<file path="config.mk">
export PLATFORM = sky130hd
export DESIGN_NAME = mb_rle_sched_flat
export DESIGN_NICKNAME = d
export VERILOG_FILES = /design/src/rtl/mb_rle_sched_pkg.sv /design/src/rtl/mb_rle_sched_if.sv /design/src/rtl/mb_rle_sched_dc_pred.sv /design/src/rtl/mb_rle_sched.sv /design/src/flat_wrapper.sv
export SDC_FILE = /design/constraint.sdc
export NUM_CORES = 1
export LEC_CHECK = 0
export CELL_PAD_IN_SITES_DETAIL_PLACEMENT = 2
export CELL_PAD_IN_SITES_GLOBAL_PLACEMENT = 2
export CORE_MARGIN = 5
export CORE_UTILIZATION = 30
export DETAILED_ROUTE_END_ITERATION = 8
export PLACE_DENSITY_LB_ADDON = 0.25
export SYNTH_ARGS = -nofsm -noshare
export SYNTH_HDL_FRONTEND = slang
export SYNTH_SLANG_ARGS = --single-unit
</file>
<file path="constraint.sdc">
create_clock -name clk -period 4.24 [get_ports clk]
set_input_delay 0.424 -clock clk [delete_from_list [all_inputs] [get_ports clk]]
set_output_delay 0.424 -clock clk [all_outputs]
set_load 0.02 [all_outputs]
</file>
<file path="src/rtl/mb_rle_sched_pkg.sv">
// Shared definitions for the macroblock RLE scheduler:
// FSM states, colour component codes and the block-to-component map.
package mb_rle_sched_pkg;

    typedef enum logic [2:0] {
        S_IDLE,
        S_LAUNCH,
        S_RUN,
        S_DRAIN,
        S_FINISH
    } state_t;

    typedef enum logic [1:0] {
        COMP_Y  = 2'd0,
        COMP_CB = 2'd1,
        COMP_CR = 2'd2
    } comp_t;

    // 4:2:0 macroblock: four luma blocks, then Cb, then Cr
    localparam int         NBLK_DEF = 6;
    localparam logic [2:0] BLK_CB   = 3'd4;
    localparam logic [2:0] BLK_CR   = 3'd5;

    function automatic comp_t blk2comp(input logic [2:0] blk);
        comp_t c;
        c = COMP_Y;
        if (blk == BLK_CB) c = COMP_CB;
        if (blk == BLK_CR) c = COMP_CR;
        return c;
    endfunction

endpackage

</file>
<file path="src/rtl/mb_rle_sched_if.sv">
// Bundle of the control, RLE-encoder and Huffman-encoder signals
// seen by the scheduler (slave) and by whatever drives it (master).
interface mb_rle_sched_if #(
    parameter int W = 16
);
    logic         start;
    logic         slice_start;
    logic         busy;
    logic         done;
    logic         rle_en;
    logic         rle_rdy;
    logic [5:0]   rle_addr;
    logic [8:0]   ram_addr;
    logic         rle_h_rdy;
    logic         rle_h_en;
    logic         rle_h_end;
    logic         rle_h_dc;
    logic [W-1:0] rle_h_val;
    logic [5:0]   rle_h_len;
    logic         hf_rdy;
    logic         hf_en;
    logic         hf_end;
    logic         hf_dc;
    logic [W-1:0] hf_val;
    logic [5:0]   hf_len;
    logic [1:0]   hf_comp;

    modport slave (
        input  start, slice_start, rle_rdy, rle_addr,
        input  rle_h_en, rle_h_end, rle_h_dc,
        input  rle_h_val, rle_h_len, hf_rdy,
        output busy, done, rle_en, ram_addr, rle_h_rdy,
        output hf_en, hf_end, hf_dc, hf_val, hf_len, hf_comp
    );

    modport master (
        output start, slice_start, rle_rdy, rle_addr,
        output rle_h_en, rle_h_end, rle_h_dc,
        output rle_h_val, rle_h_len, hf_rdy,
        input  busy, done, rle_en, ram_addr, rle_h_rdy,
        input  hf_en, hf_end, hf_dc, hf_val, hf_len, hf_comp
    );

endinterface

</file>
<file path="src/rtl/mb_rle_sched_dc_pred.sv">
// DC predictors, one per colour component, and the
// difference of an incoming DC value against the selected one.
module mb_rle_sched_dc_pred
    import mb_rle_sched_pkg::*;
#(
    parameter int           W        = 16,
    parameter logic [W-1:0] DC_RESET = '0
) (
    input  logic         clk,
    input  logic         reset,
    input  logic         i_clear,
    input  logic         i_load,
    input  comp_t        i_comp,
    input  logic [W-1:0] i_val,
    output logic [W-1:0] o_diff
);
    logic [W-1:0] r_pred_y;
    logic [W-1:0] r_pred_cb;
    logic [W-1:0] r_pred_cr;
    logic [W-1:0] w_sel;

    // Predictor of the current component
    always_comb begin
        w_sel = r_pred_y;
        unique case (i_comp)
            COMP_CB: w_sel = r_pred_cb;
            COMP_CR: w_sel = r_pred_cr;
            default: w_sel = r_pred_y;
        endcase
    end

    assign o_diff = i_val - w_sel;

    // Slice start reloads all three; a DC token replaces one
    always_ff @(posedge clk or posedge reset) begin
        if (reset) begin
            r_pred_y  <= DC_RESET;
            r_pred_cb <= DC_RESET;
            r_pred_cr <= DC_RESET;
        end else if (i_clear) begin
            r_pred_y  <= DC_RESET;
            r_pred_cb <= DC_RESET;
            r_pred_cr <= DC_RESET;
        end else if (i_load) begin
            unique case (i_comp)
                COMP_CB: r_pred_cb <= i_val;
                COMP_CR: r_pred_cr <= i_val;
                default: r_pred_y  <= i_val;
            endcase
        end
    end

endmodule

</file>
<file path="src/rtl/mb_rle_sched.sv">
// Macroblock scheduler: launches the RLE encoder once per block and
// forwards its tokens to the Huffman encoder with DC prediction.
module mb_rle_sched
    import mb_rle_sched_pkg::*;
#(
    parameter int           W        = 16,
    parameter int           NBLK     = NBLK_DEF,
    parameter logic [W-1:0] DC_RESET = '0
) (
    input logic           clk,
    input logic           reset,
    mb_rle_sched_if.slave bus
);
    localparam logic [2:0] LAST_BLK = 3'(NBLK - 1);

    state_t       r_state;
    logic [2:0]   r_blk;
    comp_t        w_comp;
    logic         w_run;
    logic         w_tok;
    logic         w_clear;
    logic         w_load;
    logic [W-1:0] w_diff;

    assign w_comp  = blk2comp(r_blk);
    assign w_run   = (r_state == S_RUN);
    assign w_tok   = w_run & bus.rle_h_en;
    assign w_clear = (r_state == S_IDLE) & bus.start
                   & bus.slice_start;
    assign w_load  = w_tok & bus.rle_h_dc;

    mb_rle_sched_dc_pred #(
        .W        (W),
        .DC_RESET (DC_RESET)
    ) u_dc_pred (
        .clk     (clk),
        .reset   (reset),
        .i_clear (w_clear),
        .i_load  (w_load),
        .i_comp  (w_comp),
        .i_val   (bus.rle_h_val),
        .o_diff  (w_diff)
    );

    assign bus.busy      = (r_state != S_IDLE);
    assign bus.done      = (r_state == S_FINISH);
    assign bus.rle_en    = (r_state == S_LAUNCH) & bus.rle_rdy;
    assign bus.ram_addr  = {r_blk, bus.rle_addr};
    assign bus.rle_h_rdy = w_run & bus.hf_rdy;
    assign bus.hf_en     = w_tok & ~reset;
    assign bus.hf_end    = bus.rle_h_end;
    assign bus.hf_dc     = bus.rle_h_dc;
    assign bus.hf_len    = bus.rle_h_len;
    assign bus.hf_comp   = w_comp;
    assign bus.hf_val    = bus.rle_h_dc ? w_diff
                                        : bus.rle_h_val;

    // Block sequencing: launch, stream tokens, wait for idle, repeat
    always_ff @(posedge clk or posedge reset) begin
        if (reset) begin
            r_state <= S_IDLE;
            r_blk   <= '0;
        end else begin
            unique case (r_state)
                S_IDLE: begin
                    if (bus.start) begin
                        r_state <= S_LAUNCH;
                        r_blk   <= '0;
                    end
                end
                S_LAUNCH: begin
                    if (bus.rle_rdy) r_state <= S_RUN;
                end
                S_RUN: begin
                    if (bus.rle_h_en && bus.rle_h_end)
                        r_state <= S_DRAIN;
                end
                S_DRAIN: begin
                    if (bus.rle_rdy) begin
                        if (r_blk == LAST_BLK) begin
                            r_state <= S_FINISH;
                        end else begin
                            r_blk   <= r_blk + 3'd1;
                            r_state <= S_LAUNCH;
                        end
                    end
                end
                S_FINISH: r_state <= S_IDLE;
                default:  r_state <= S_IDLE;
            endcase
        end
    end

endmodule

</file>
<file path="src/flat_wrapper.sv">
// flat-port wrapper written by rule: the top's interface ports become plain ports
module mb_rle_sched_flat import mb_rle_sched_pkg::*;
#(
    parameter int           W        = 16,
    parameter int           NBLK     = NBLK_DEF,
    parameter logic [W-1:0] DC_RESET = '0
)
  (clk, reset, bus_start, bus_slice_start, bus_rle_rdy, bus_rle_addr, bus_rle_h_en, bus_rle_h_end, bus_rle_h_dc, bus_rle_h_val, bus_rle_h_len, bus_hf_rdy, bus_busy, bus_done, bus_rle_en, bus_ram_addr, bus_rle_h_rdy, bus_hf_en, bus_hf_end, bus_hf_dc, bus_hf_val, bus_hf_len, bus_hf_comp);
  mb_rle_sched_if #(.W(W)) bus_i ();
  input logic clk;
  input logic reset;
  input wire logic [$bits(bus_i.start)-1:0] bus_start;
  input wire logic [$bits(bus_i.slice_start)-1:0] bus_slice_start;
  input wire logic [$bits(bus_i.rle_rdy)-1:0] bus_rle_rdy;
  input wire logic [$bits(bus_i.rle_addr)-1:0] bus_rle_addr;
  input wire logic [$bits(bus_i.rle_h_en)-1:0] bus_rle_h_en;
  input wire logic [$bits(bus_i.rle_h_end)-1:0] bus_rle_h_end;
  input wire logic [$bits(bus_i.rle_h_dc)-1:0] bus_rle_h_dc;
  input wire logic [$bits(bus_i.rle_h_val)-1:0] bus_rle_h_val;
  input wire logic [$bits(bus_i.rle_h_len)-1:0] bus_rle_h_len;
  input wire logic [$bits(bus_i.hf_rdy)-1:0] bus_hf_rdy;
  output wire logic [$bits(bus_i.busy)-1:0] bus_busy;
  output wire logic [$bits(bus_i.done)-1:0] bus_done;
  output wire logic [$bits(bus_i.rle_en)-1:0] bus_rle_en;
  output wire logic [$bits(bus_i.ram_addr)-1:0] bus_ram_addr;
  output wire logic [$bits(bus_i.rle_h_rdy)-1:0] bus_rle_h_rdy;
  output wire logic [$bits(bus_i.hf_en)-1:0] bus_hf_en;
  output wire logic [$bits(bus_i.hf_end)-1:0] bus_hf_end;
  output wire logic [$bits(bus_i.hf_dc)-1:0] bus_hf_dc;
  output wire logic [$bits(bus_i.hf_val)-1:0] bus_hf_val;
  output wire logic [$bits(bus_i.hf_len)-1:0] bus_hf_len;
  output wire logic [$bits(bus_i.hf_comp)-1:0] bus_hf_comp;
  assign bus_i.start = bus_start;
  assign bus_i.slice_start = bus_slice_start;
  assign bus_i.rle_rdy = bus_rle_rdy;
  assign bus_i.rle_addr = bus_rle_addr;
  assign bus_i.rle_h_en = bus_rle_h_en;
  assign bus_i.rle_h_end = bus_rle_h_end;
  assign bus_i.rle_h_dc = bus_rle_h_dc;
  assign bus_i.rle_h_val = bus_rle_h_val;
  assign bus_i.rle_h_len = bus_rle_h_len;
  assign bus_i.hf_rdy = bus_hf_rdy;
  assign bus_busy = bus_i.busy;
  assign bus_done = bus_i.done;
  assign bus_rle_en = bus_i.rle_en;
  assign bus_ram_addr = bus_i.ram_addr;
  assign bus_rle_h_rdy = bus_i.rle_h_rdy;
  assign bus_hf_en = bus_i.hf_en;
  assign bus_hf_end = bus_i.hf_end;
  assign bus_hf_dc = bus_i.hf_dc;
  assign bus_hf_val = bus_i.hf_val;
  assign bus_hf_len = bus_i.hf_len;
  assign bus_hf_comp = bus_i.hf_comp;
  mb_rle_sched #(.W(W), .NBLK(NBLK), .DC_RESET(DC_RESET)) u_core (.clk(clk), .reset(reset), .bus(bus_i));
endmodule
</file>
==> flow_summary.ini <==
[floorplanning]
coreArea_mm2 = 0.0121
rows = 40
die_h_um = 122
initial_core_util_pct = 31.0
fp.dieW_um = 122
die_area_mm2 = 0.0148
io_pins = 77

[final_layout]
nets = 567
fin_cells = 680
multi_input_area_mm2 = 0.00219
n_fill_cell = 1393
area_growth_pct = 23.3
diodes = 0
postLayoutCoreUtil_pct = 38.2
drive_above_1_share_pct = 11.5
seqCellArea_mm2 = 0.00135

[timing]
drv_slew = 0
setup_violations = 0
finalCritPeriodShare_pct = 95.9
period_needed_ns = 4.07
worst_slew_pin_slew_ns = 0.842
relSlewSlack_pct = 43.8
fin_ws_ns = 0.174
whs_ns = 0.524
max_freq_mhz = 246
rsz0062_at_grt = yes
hold_viol_final = 0
skew_ns = 0.00399

[synthesis]
synth_cell_types = 61
yosys_warnings = 0
synth-edff-count = 0
syn-num-nets = 529
syn_area_mm2 = 0.00375
ys_ff_latch = 54
ys.flop_type = dfrtp_1
syn_inst = 473
ys_async_sr_fraction_pct = 100
synth-seq-area-share_pct = 36.0
synth_area_per_cell_um2 = 7.93

[global_route]
grtUsageTotal_pct = 18.8
grt_pass1_vias = 4066
grt_max_degree = 49
antenna_found_initial = 0
grt_pass1_wl_um = 22200
grt-ovfl-total = 0

[setup_path]
cpPeakStageDelay_ns = 0.40
cp_max_fo = 4
path_depth = 15
startpoint_type = register
worstPathRequired_ns = 3.82
endpoint_kind = primary output
endpoint = bus_hf_val[10]
cp_data_arrival_time_ns = 3.64
rr_worst_depth = 8
slowest_stage = dfrtp_1
critical_path.top_delay_family = compound AO/OA/AOI/OAI gates
r2r_slack_ns = 1.86
critPathLaunch = u_core.r_blk[0]
path_buf_inv = 3
crit_type = reg -> out
crit_path_cell_trace = inv_1 -> ha_1 -> nand2_1 -> nor2_4 -> a22oi_1 -> a21oi_2 -> ha_1 -> inv_1 -> fa_1 -> a21o_1 -> a311o_1 -> a2111oi_4 -> nor4_1 -> o31ai_2 -> buf_4
reg2reg_to = u_core.u_dc_pred.r_pred_cr[3]
r2r_start = u_core.r_blk[1]

[worst_hold_path]
hold_start = u_core.u_dc_pred.r_pred_y[7]
hold_path.class = reg -> reg

[detailed_routing]
num_vias = 3686
viasPerCell = 5.42
postRouteAntennaNets = 0
first_iter_violations = 184
post_drt_wl_per_cell_um = 19.9
first_pass_iters = 4
remaining_drc_errors = 0
drt_wl_total_um = 13500

[power]
leakage_nw = 1.90
ir_drop_v = 0.000203
powerDensity_mw_per_mm2 = 701

[placement]
place_inst = 668
port_buffers = 52
dpl.hpwl_um = 9810
place.gp.congestion = 0.789
preCtsSetupSlack_ns = -0.133

[clock_network]
cts-buffers-inserted = 5
cts.path.max_buffers = 2
cts-root-buf = clkbuf_16
htree_levels = 2
cts.sinks = 54
clkTransAtPathRegs_ns = 0.07
clkLatencyLatePin_ns = 0.30
cts_tree = yes

[flow_run]
drv_cap = 0

[status]
status = finished, final reports clean
[logic make-up after synthesis]
kind of cell / after synthesis / share of synthesized area, %
adders and majority gates: 19 / 6.54
buffers and inverters: 56 / 7.57
DFF: 54 / 36.0
xor gates and xnor gates: 8 / 1.87
AOI/OAI and AO/OA: 139 / 23.8
muxes: 8 / 2.33
and+or+nand+nor: 189 / 21.9
[worst min path at each step]
stage | to | cells after the start
after detailed placement | u_core.u_dc_pred.r_pred_y[6] | 2
after CTS | u_core.u_dc_pred.r_pred_y[6] | 2
final | u_core.u_dc_pred.r_pred_y[7] | 2
after global routing | u_core.u_dc_pred.r_pred_y[5] | 2
after floorplan | u_core.u_dc_pred.r_pred_y[10] | 2
after global placement | u_core.u_dc_pred.r_pred_y[13] | 2
[report_power, final]
| group | leakage [nW] | total [mW] | internal, mW | switching [mW] |
|---|---|---|---|---|
| sequential | 0.734 | 0.715 | 0.622 | 0.0923 |
| combinational | 1.10 | 2.10 | 0.887 | 1.21 |
| clock | 0.0739 | 0.430 | 0.235 | 0.195 |
[worst min-delay path: stages (launching register included)]
cell and delay (ns):
dfrtp_1 0.37, nand2_1 0.06, a21oi_1 0.06
[cell usage after synthesis (2+ instances only)]
library cell	count	area (µm²)
o221ai_1	2	17.5
nand2_1	132	495
nand3_1	9	45.0
a211o_1	2	17.5
a22oi_1	17	128
buf_4	15	113
o21a_1	3	22.5
o21ai_0	19	95.1
nor3b_1	4	30.0
o31ai_1	4	30.0
a21o_1	7	52.6
dfrtp_1	54	1350
nor3_1	6	30.0
a311oi_1	2	17.5
ha_1	18	225
o211a_1	2	20.0
buf_2	8	40.0
nor2_2	2	12.5
xnor2_1	5	43.8
inv_1	12	45.0
clkbuf_1	18	67.6
nor4_1	3	18.8
and3_1	5	31.3
nor2b_1	2	12.5
nor2_1	15	56.3
o2111ai_1	2	17.5
xor2_1	3	26.3
mux2_2	6	67.6
mux2i_1	2	20.0
and4_1	2	17.5
a21oi_1	62	310
[flip-flops by register name, summed over array words and instances, names as in the netlist]
register / flops
u_core.r_state: 3
u_core.r_blk: 3
u_core.u_dc_pred.r_pred_cb: 16
u_core.u_dc_pred.r_pred_y: 16
u_core.u_dc_pred.r_pred_cr: 16
[layer usage]
metal / wire length [µm] / global-route usage [%] / up-vias
met5: 0 / 0 / -
met4: 107 / 3.85 / 0
met3: 467 / 2.41 / 8
met2: 6690 / 33.0 / 53
met1: 6230 / 24.9 / 1905
li1: - / - / 1720
[stage by stage]
stage	setup TNS, ns	power (mW)	area, µm²
CTS	-0.0113	3.24	4610
floorplan	0	2.03	3760
detailed placement	-0.282	2.75	4400
global route	-0.0979	3.50	4630
finish	0	3.25	4630
global placement	-0.00944	2.67	4400
[cells in the final DEF, fill, tap and decap left out, types with 6 or more instances in the layout]
cell type,n
nand3_1,9
inv_1,11
dfrtp_1,54
buf_4,22
a21o_1,7
mux2_2,6
a21oi_1,59
nand2_1,132
clkdlybuf4s50_1,42
ha_1,14
o21ai_0,19
nor3_1,6
nor2_1,14
a22oi_1,17
[what timing repair did]
item / in CTS / in global routing
gates resized for setup: 19 / 16
setup endpoints to repair: 10 / 10
hold buffers: 0 / 0
setup buffers: 3 / 1
pin swaps: 2 / 2
gates cloned: 0 / 0
[cell type report]
| type | instances | area share (%) |
|---|---|---|
| clock buffers | 7 | 3.08 |
| multi-input cells | 363 | 47.3 |
| repair buffers | 74 | 14.7 |
| inverters | 13 | 1.05 |
| well taps | 168 | 4.54 |
| flip-flops and latches | 54 | 29.2 |
| clock inverters | 1 | 0.108 |
Note: power is estimated with default switching activity, not from simulation.
